**config.mk**
```make
export PLATFORM = sky130hd
export DESIGN_NAME = spi_cmd_ram_flat
export DESIGN_NICKNAME = d
export VERILOG_FILES = /design/src/rtl/spi_cmd_ram_pkg.sv /design/src/rtl/spi_cmd_ram_if.sv /design/src/rtl/spi_cmd_ram_array.sv /design/src/rtl/spi_cmd_ram.sv /design/src/flat_wrapper.sv
export SDC_FILE = /design/constraint.sdc
export NUM_CORES = 2
export LEC_CHECK = 0
export CAP_MARGIN = 20
export CORE_MARGIN = 4
export CORE_UTILIZATION = 40
export CTS_CLUSTER_SIZE = 16
export DETAILED_ROUTE_END_ITERATION = 16
export PLACE_DENSITY = 0.56
export SLEW_MARGIN = 20
export SYNTH_ARGS = -nofsm -noshare
export SYNTH_HDL_FRONTEND = slang
export SYNTH_HIERARCHICAL = 1
export SYNTH_SLANG_ARGS = --single-unit
```
**constraint.sdc**
```tcl
create_clock -name clk -period 2.9 [get_ports clk]
set_clock_uncertainty 0.1 [all_clocks]
set_input_delay 0.87 -clock clk [delete_from_list [all_inputs] [get_ports clk]]
set_output_delay 0.87 -clock clk [all_outputs]
set_load 0.1 [all_outputs]
```
**src/rtl/spi_cmd_ram_pkg.sv**
```systemverilog
// Shared definitions for the SPI command-decoding memory stage.
package spi_pkg;

   localparam logic [1:0] CMD_WR_ADDR = 2'b00;
   localparam logic [1:0] CMD_WR_DATA = 2'b01;
   localparam logic [1:0] CMD_RD_ADDR = 2'b10;
   localparam logic [1:0] CMD_RD_DATA = 2'b11;

   localparam int CMD_MSB = 9;
   localparam int CMD_LSB = 8;

   typedef enum logic [1:0] {
      IDLE     = 2'd0,
      WA_SET   = 2'd1,
      RA_SET   = 2'd2,
      BOTH_SET = 2'd3
   } state_t;

   // A data command is only meaningful once its address register has been loaded.
   function automatic logic isLegal(input state_t s, input logic [1:0] cmd);
      logic legal;
      case (s)
         IDLE:    legal = (cmd == CMD_WR_ADDR) || (cmd == CMD_RD_ADDR);
         WA_SET:  legal = (cmd != CMD_RD_DATA);
         RA_SET:  legal = (cmd != CMD_WR_DATA);
         default: legal = 1'b1;
      endcase
      return legal;
   endfunction

endpackage

```
**src/rtl/spi_cmd_ram_if.sv**
```systemverilog
// Word-level link between the SPI slave FSM (master) and the command RAM (slave).
interface spi_cmd_ram_if;
   logic [9:0] rx_data;
   logic       rx_valid;
   logic [7:0] tx_data;
   logic       tx_valid;
   logic       seq_err;

   modport master (output rx_data, rx_valid, input tx_data, tx_valid, seq_err);
   modport slave  (input rx_data, rx_valid, output tx_data, tx_valid, seq_err);
endinterface

```
**src/rtl/spi_cmd_ram_array.sv**
```systemverilog
// Byte storage with synchronous write and registered read; contents are never reset.
module spi_ram_array #(
   parameter int MEM_DEPTH = 256,
   parameter int IDX_W     = 8
) (
   input  logic             clk,
   input  logic             we,
   input  logic [IDX_W-1:0] waddr,
   input  logic [7:0]       wdata,
   input  logic             re,
   input  logic [IDX_W-1:0] raddr,
   output logic [7:0]       rdata
);

   logic [7:0] r_mem [MEM_DEPTH];
   logic [7:0] r_rdata;

   // Write port and registered read port share the clock; read returns old data on a same-address collision.
   always_ff @(posedge clk) begin
      if (we) begin
         r_mem[waddr] <= wdata;
      end
      if (re) begin
         r_rdata <= r_mem[raddr];
      end
   end

   assign rdata = r_rdata;

endmodule

```
**src/rtl/spi_cmd_ram.sv**
```systemverilog
// Command decoder and address registers sitting behind the SPI slave FSM.
import spi_pkg::*;

module spi_cmd_ram #(
   parameter int MEM_DEPTH = 256,
   parameter int ADDR_SIZE = 8,
   parameter int AUTO_INC  = 0
) (
   input  logic          clk,
   input  logic          rst_n,
   spi_cmd_ram_if.slave  bus
);

   localparam int IDX_W = (MEM_DEPTH > 1) ? $clog2(MEM_DEPTH) : 1;

   state_t               r_state;
   logic                 r_rxValidD;
   logic [ADDR_SIZE-1:0] r_wrAddr;
   logic [ADDR_SIZE-1:0] r_rdAddr;
   logic                 r_rdPending;
   logic                 r_legalD;
   logic [7:0]           r_txData;
   logic                 r_txValid;
   logic                 r_seqErr;

   logic                 w_accept;
   logic [1:0]           w_cmd;
   logic [7:0]           w_payload;
   logic [ADDR_SIZE-1:0] w_payAddr;
   logic                 w_legal;
   logic                 w_take;
   logic                 w_we;
   logic                 w_re;
   logic [IDX_W-1:0]     w_wrIdx;
   logic [IDX_W-1:0]     w_rdIdx;
   logic [IDX_W-1:0]     w_wrIdxNext;
   logic [IDX_W-1:0]     w_rdIdxNext;
   logic [7:0]           w_rdata;

   assign w_accept    = bus.rx_valid & ~r_rxValidD;
   assign w_cmd       = bus.rx_data[CMD_MSB:CMD_LSB];
   assign w_payload   = bus.rx_data[7:0];
   assign w_payAddr   = ADDR_SIZE'(w_payload);
   assign w_legal     = isLegal(r_state, w_cmd);
   assign w_take      = w_accept & w_legal;
   assign w_we        = w_take & (w_cmd == CMD_WR_DATA);
   assign w_re        = w_take & (w_cmd == CMD_RD_DATA);
   assign w_wrIdx     = r_wrAddr[IDX_W-1:0];
   assign w_rdIdx     = r_rdAddr[IDX_W-1:0];
   assign w_wrIdxNext = w_wrIdx + 1'b1;
   assign w_rdIdxNext = w_rdIdx + 1'b1;

   spi_ram_array #(
      .MEM_DEPTH (MEM_DEPTH),
      .IDX_W     (IDX_W)
   ) u_array (
      .clk   (clk),
      .we    (w_we),
      .waddr (w_wrIdx),
      .wdata (w_payload),
      .re    (w_re),
      .raddr (w_rdIdx),
      .rdata (w_rdata)
   );

   // Edge detect, sequencing FSM, address registers and the tx/seq_err outputs, all registered together.
   always_ff @(posedge clk or negedge rst_n) begin
      if (!rst_n) begin
         r_state     <= IDLE;
         r_rxValidD  <= 1'b0;
         r_wrAddr    <= '0;
         r_rdAddr    <= '0;
         r_rdPending <= 1'b0;
         r_legalD    <= 1'b0;
         r_txData    <= 8'h00;
         r_txValid   <= 1'b0;
         r_seqErr    <= 1'b0;
      end else begin
         r_rxValidD  <= bus.rx_valid;
         r_seqErr    <= w_accept & ~w_legal;
         r_rdPending <= w_re;
         r_legalD    <= w_take;

         if (r_rdPending) begin
            r_txData  <= w_rdata;
            r_txValid <= 1'b1;
         end else if (r_legalD) begin
            r_txValid <= 1'b0;
         end

         if (w_take) begin
            case (w_cmd)
               CMD_WR_ADDR: begin
                  r_wrAddr <= w_payAddr;
                  if (r_state == IDLE)        r_state <= WA_SET;
                  else if (r_state == RA_SET) r_state <= BOTH_SET;
               end
               CMD_WR_DATA: begin
                  if (AUTO_INC != 0) r_wrAddr <= ADDR_SIZE'(w_wrIdxNext);
               end
               CMD_RD_ADDR: begin
                  r_rdAddr <= w_payAddr;
                  if (r_state == IDLE)        r_state <= RA_SET;
                  else if (r_state == WA_SET) r_state <= BOTH_SET;
               end
               default: begin
                  if (AUTO_INC != 0) r_rdAddr <= ADDR_SIZE'(w_rdIdxNext);
               end
            endcase
         end
      end
   end

   assign bus.tx_data  = r_txData;
   assign bus.tx_valid = r_txValid;
   assign bus.seq_err  = r_seqErr;

endmodule
```
**src/flat_wrapper.sv**
```systemverilog
// flat-port wrapper written by rule: the top's interface ports become plain ports
module spi_cmd_ram_flat 
#(
   parameter int MEM_DEPTH = 256,
   parameter int ADDR_SIZE = 8,
   parameter int AUTO_INC  = 0
)
  (clk, rst_n, bus_rx_data, bus_rx_valid, bus_tx_data, bus_tx_valid, bus_seq_err);
  spi_cmd_ram_if bus_i ();
  input  logic clk;
  input  logic rst_n;
  input wire logic [$bits(bus_i.rx_data)-1:0] bus_rx_data;
  input wire logic [$bits(bus_i.rx_valid)-1:0] bus_rx_valid;
  output wire logic [$bits(bus_i.tx_data)-1:0] bus_tx_data;
  output wire logic [$bits(bus_i.tx_valid)-1:0] bus_tx_valid;
  output wire logic [$bits(bus_i.seq_err)-1:0] bus_seq_err;
  assign bus_i.rx_data = bus_rx_data;
  assign bus_i.rx_valid = bus_rx_valid;
  assign bus_tx_data = bus_i.tx_data;
  assign bus_tx_valid = bus_i.tx_valid;
  assign bus_seq_err = bus_i.seq_err;
  spi_cmd_ram #(.MEM_DEPTH(MEM_DEPTH), .ADDR_SIZE(ADDR_SIZE), .AUTO_INC(AUTO_INC)) u_core (.clk(clk), .rst_n(rst_n), .bus(bus_i));
endmodule
```
# == Word level (Yosys, flattened, before mapping) ==
# Memories as Yosys holds them, arrays and structs flattened. A register that Yosys moved wholly into a read port is not among the register bits.
# Cells that the tools add are included.
# word_totals
n_memories,1
ramBits,2048
register_bits,31
# memory_table
name,depth,width,read_ports,rd_ports_with_merged_regs,wr,line_no,text
u_core.u_array.r_mem,256,8,1,1,1,spi_cmd_ram_array.sv:15,logic [7:0] r_mem [MEM_DEPTH];
# classes
n_reduce_logical,8
n_eq_ne,9
bitwise_logic,7
n_mux,10
# op_table
op,n
$mux W2,4
$eq A2 B2 Y1 const B,3
$ne A3 B3 Y1 const B,2
$and A1 B1 Y1,5
$eq A2 B1 Y1 const B,2
$logic_not A2 Y1,2
$mux W1,4
$pmux W2 S2,1
$reduce_and A2 Y1,2
$reduce_and A4 Y1,1
$reduce_bool A2 Y1,2
$pmux W1 S3,1
$ne A2 B1 Y1 const B,1
$ne A2 B2 Y1 const B,1
$not A1 Y1,2
$logic_or A1 B1 Y1,1

# == Depth between registers and ports, before layout ==
# logic_depth
word_depth,7
depth_mapped,11
mapped_depth_nobuf,7

# == Modules after synthesis ==
# The synthesis kept the hierarchy.
# modules_own_cells
module,seq_area_each_um2,cells_each,instances,area_per_inst_um2
spi_ram_array,61739.2,3733,1,79636.4
spi_cmd_ram,775.7,90,1,1325.0

# == Worst setup path after synthesis ==
# OpenSTA, ideal clock, no wires.
# synth_timing
kind,input-to-reg
from,in bus_rx_data[8]
to,mem u_core.u_array.r_mem[234][0] (enable)
cell_stages,8
n_path_buf,3
arrival_time_ps,2783
slack_ps,-353
cell_sequence,o21ba_2 -> a211oi_1 -> nor4b_1 -> clkbuf_1 -> buf_1 -> nand3_1 -> clkbuf_1 -> nor2_1
# synth_via
elab_chain_cells,7
# synth_rtl
item,line_no,text
from (decl),flat_wrapper.sv:12,input wire logic [$bits(bus_i.rx_data)-1:0] bus_rx_data;
$eq A2 B2 Y1 / $logic_not A2 Y1 (equally long branches),spi_cmd_ram_pkg.sv:23,IDLE: legal = (cmd == CMD_WR_ADDR) || (cmd == CMD_RD_ADDR);
$logic_or A1 B1 Y1,spi_cmd_ram_pkg.sv:23,
$pmux W1 S3,spi_cmd_ram_pkg.sv:22,case (s)
$and A1 B1 Y1,spi_cmd_ram.sv:45,assign w_take = w_accept & w_legal;
$and A1 B1 Y1 (*),spi_cmd_ram.sv:46,assign w_we = w_take & (w_cmd == CMD_WR_DATA);
net u_core.w_we,spi_cmd_ram.sv:32,logic w_we;
$mux W1 (*),spi_cmd_ram_array.sv:20,if (we) begin
$mux W1 (implied by the code) (*),spi_cmd_ram_array.sv:21,r_mem[waddr] <= wdata;
to (decl),spi_cmd_ram_array.sv:15,
# Mark *: on every way through the listed nets, which the timed path passes. The rest lies on a longest branch.

==> flow_summary.toml <==
[timing]
relSlewSlack_pct = 41.1
rsz0062_at_grt = "true"
layout_setup_ws_ns = -0.248
finalCriticalPeriod_ns = 3.15
fin_crit_sh_pct = 109
maxSlewViolCount = 0
max_freq_ghz = 0.318
finalHoldViolations = 0
fin_hold_ws_ns = 0.338
worst_pin_slew_ns = 0.880
finalSetupViolations = 8

[worst_setup_path]
criticalPathCategory = "flop to flop"
end_kind = "flop"
crit_path_cell_trace = "buf_12, buf_16, buf_16, buf_4, mux4_2, mux4_2, nor2b_1, nor4_2, buf_4, nor4_1"
rr_startpoint = "u_core/r_rdAddr[0]"
cp-start-kind = "flop"
slowest_stage = "mux4_2"
critPathMaxFanout = 7
startpoint = "u_core/r_rdAddr[0]"
slowest_delay_ns = 0.52
arrival_ns = 3.63
cp_data_required_time_ns = 3.38

[hold_path]
hold_class = "primary input to flop"
min_from = "bus_rx_data[7]"

[logic_synthesis]
synth_top_area_share_pct = 76.3
synthTopCellsByCount = "edfxtp_1 (2056), mux4_2 (454), nor2_1 (284)"
yosysMostFrequentCell = "edfxtp_1"
synth_top_area_cell = "edfxtp_1"
ys_warn_count = 6
netlist_area_mm2 = 0.0810
syn_area_per_cell_um2 = 21.2
synth_cell_type_count = 64
synth-edff-count = 2056
syn_nets = 3840
synth_area_leaders = "edfxtp_1 (76%), mux4_2 (13%), mux2i_1 (1.7%)"
syn_inst = 3823
synthArstFlopShare_pct = 1.49
synth_top_flop_cell = "edfxtp_1"
synth-seq-cells = 2087
ys_seq_area_share_pct = 77.2

[layout]
synthToLayoutAreaGrowth_pct = 22.0
drive_gt1_share_pct = 37.6
nNetsFinal = 4570
fill_cells = 16100

[power_and_ir_drop]
swShare_pct = 28.6
p_seq_share_pct = 41.2
total_power_w = 0.0820
ir_drop_mv = 0.602
p_leak_nw = 31.6
intPower_w = 0.0586
clockPowerShare_pct = 33.1
p_switching_w = 0.0234
p_per_area_mw_per_mm2 = 830
p_comb_share_pct = 25.7

[detailed_routing]
drt-total-wl_mm = 220
wl_per_cell_um = 29.7
drc = 0
vias = 41500
dr.pass1.iters = 5
drt-initial-drc-count = 4220
viasPerCell = 5.62
drtAntennaViolNets = 0

[cts]
clk_pin_slew_ns = 0.06
cts_made_buffers = 211
cts_tree = "yes"
cts.sinks = 2087
h-tree-depth = 4
clkLatencyLatePin_ns = 0.84
root_buffer = "clkbuf_16"
cts_buffer_depth = 3

[status]
status = "finished, violations left"
violations = "setup timing"

[flow_run]
drv_cap = 0

[placement]
dp_hpwl_mm = 142
io_buffers = 22
gp_congestion = 0.848

[die]
coreArea_mm2 = 0.200
rows = 164
die_h_um = 458
num_io_pins = 23
die_x_um = 458
die-area_mm2 = 0.210
initial_core_util_pct = 40.4

[global_route]
grt_overflow_total = 0
grt_max_degree = 95
grt_pass1_vias = 41600
antenna_found_initial = 3
grt_pass1_wl_mm = 310
grt_usage_pct = 20.5
-- worst max-delay path: cells and delay by family, from the launching register on --
kind,cells,cell delay (ns)
multiplexers,2,1.04
buffers and inverters,5,0.82
flip-flops,1,0.51
AND/OR/NAND/NOR,3,0.41
-- per-layer routing --
metal,vias to the layer above,track usage [%],part of all wire [%]
met2,1647,32.7,48
met3,298,3.83,6.9
met4,0,6.18,2.8
li1,17500,-,-
met5,-,0,0
met1,22100,28.9,42
-- final cells by class --
type / count / area (um^2) / share of cell area [%]
Inverter: 5 / 18.8 / 0.0190
Clock inverter: 137 / 1440 / 1.45
Clock buffer: 255 / 5490 / 5.56
Antenna cell: 3 / 7.51 / 0.00760
Timing Repair Buffer: 753 / 7610 / 7.71
Tap cell: 2656 / 3320 / 3.37
Multi-Input combinational cell: 1495 / 18300 / 18.6
Sequential cell: 2087 / 62500 / 63.3
-- power by group through the flow --
stage / clock [W] / sequential [W] / combinational (W)
after global placement: 0 / 0.0344 / 0.0190
after detailed placement: 0 / 0.0344 / 0.0190
after global routing: 0.0290 / 0.0338 / 0.0220
after CTS: 0.0277 / 0.0338 / 0.0197
final: 0.0271 / 0.0338 / 0.0211
after floorplan: 0 / 0.0344 / 0.0106
-- what timing repair did --
action	4_1_cts	5_1_grt
setup buffers	18	58
gates cloned	2	12
gates resized for setup	59	156
pin swaps	13	48
endpoints found under the hold margin	9	0
hold buffers	1	0
endpoints found under the setup margin	16	817
-- placed cells by master (no fill, tap or decap), types with 10 or more instances in the layout --
| cell type | Yosys | routed |
|---|---|---|
| buf_8 | 13 | 12 |
| nor2_1 | 284 | 179 |
| clkinv_2 | 0 | 41 |
| edfxtp_1 | 2056 | 2056 |
| a21oi_2 | 0 | 11 |
| nor4_2 | 3 | 13 |
| clkinv_1 | 1 | 43 |
| buf_4 | 27 | 580 |
| nor4_1 | 27 | 12 |
| nor2b_1 | 32 | 25 |
| nor2_4 | 0 | 67 |
| o21ai_0 | 10 | 10 |
| a21oi_1 | 98 | 86 |
| dfrtp_1 | 31 | 26 |
| clkinvlp_4 | 0 | 13 |
| mux2i_1 | 134 | 132 |
| clkbuf_1 | 113 | 42 |
| o211ai_1 | 10 | 10 |
| buf_16 | 0 | 14 |
| buf_6 | 21 | 29 |
| nand4_1 | 10 | 10 |
| nand3_1 | 35 | 26 |
| nor2_2 | 0 | 38 |
| o22ai_1 | 28 | 27 |
| a22oi_1 | 133 | 113 |
| mux4_2 | 454 | 454 |
| a22oi_2 | 0 | 20 |
| o221ai_1 | 46 | 45 |
| bufinv_16 | 0 | 24 |
| clkbuf_16 | 0 | 224 |
| buf_12 | 8 | 102 |
| nand2_1 | 33 | 33 |
| nor3_2 | 0 | 13 |
| mux2_2 | 25 | 25 |
-- cell families (layout without fill, tap and decap cells) --
kind of cell | count (synthesis) | in the layout | share of synthesized area [%]
xor gates and xnor gates | 1 | 1 | 0.0108
other | 0 | 3 | 0
AOI/OAI and AO/OA | 390 | 390 | 3.40
adders and majority gates | 4 | 4 | 0.0618
and+or+nand+nor | 485 | 485 | 2.78
muxes | 615 | 615 | 14.7
buffers and inverters | 241 | 1150 | 1.83
DFF | 2087 | 2087 | 77.2
-- path summary, 6_finish.rpt --
| path | end | slack, ns | cells past startpoint |
|---|---|---|---|
| max | u_core/u_array/rdata[1] | -0.25 | 10 |
| max reg2reg | u_core/u_array/rdata[1] | -0.25 | 10 |
| min | u_core/u_array/r_mem[162][7] | 0.34 | 1 |
| min in group asynchronous | u_core/r_rxValidD | 0.58 | 2 |
| max in group asynchronous | u_core/r_rdAddr[3] | 1.46 | 2 |
| min reg2reg | u_core/bus.tx_data[7] | 0.37 | 1 |
-- sequential cells by signal, summed over array words and instances, names as in the netlist --
register	flops
u_core/bus.seq_err	1
u_core/r_rdAddr	8
u_core/r_rxValidD	1
u_core/r_wrAddr	8
u_core/r_legalD	1
u_core/u_array/rdata	8
u_core/r_state	2
u_core/bus.tx_data	8
u_core/r_rdPending	1
u_core/u_array/r_mem	2048
u_core/bus.tx_valid	1
-- through the flow --
stage               cells  setup WS [ns]  cell area [um^2]  utilization, %  TNS [ns]
floorplan            3823         -0.104             81500               -    -36.69
global placement     6908         -0.690             89800            44.8   -911.60
detailed placement   6908         -0.725             89800            44.8   -954.09
CTS                  7320         -0.307             97200            48.5     -2.22
global route         7390         -0.305             98700            49.2    -19.24
finish               7391         -0.248             98700            49.3     -1.81
Note: power is estimated with default switching activity, not from simulation.
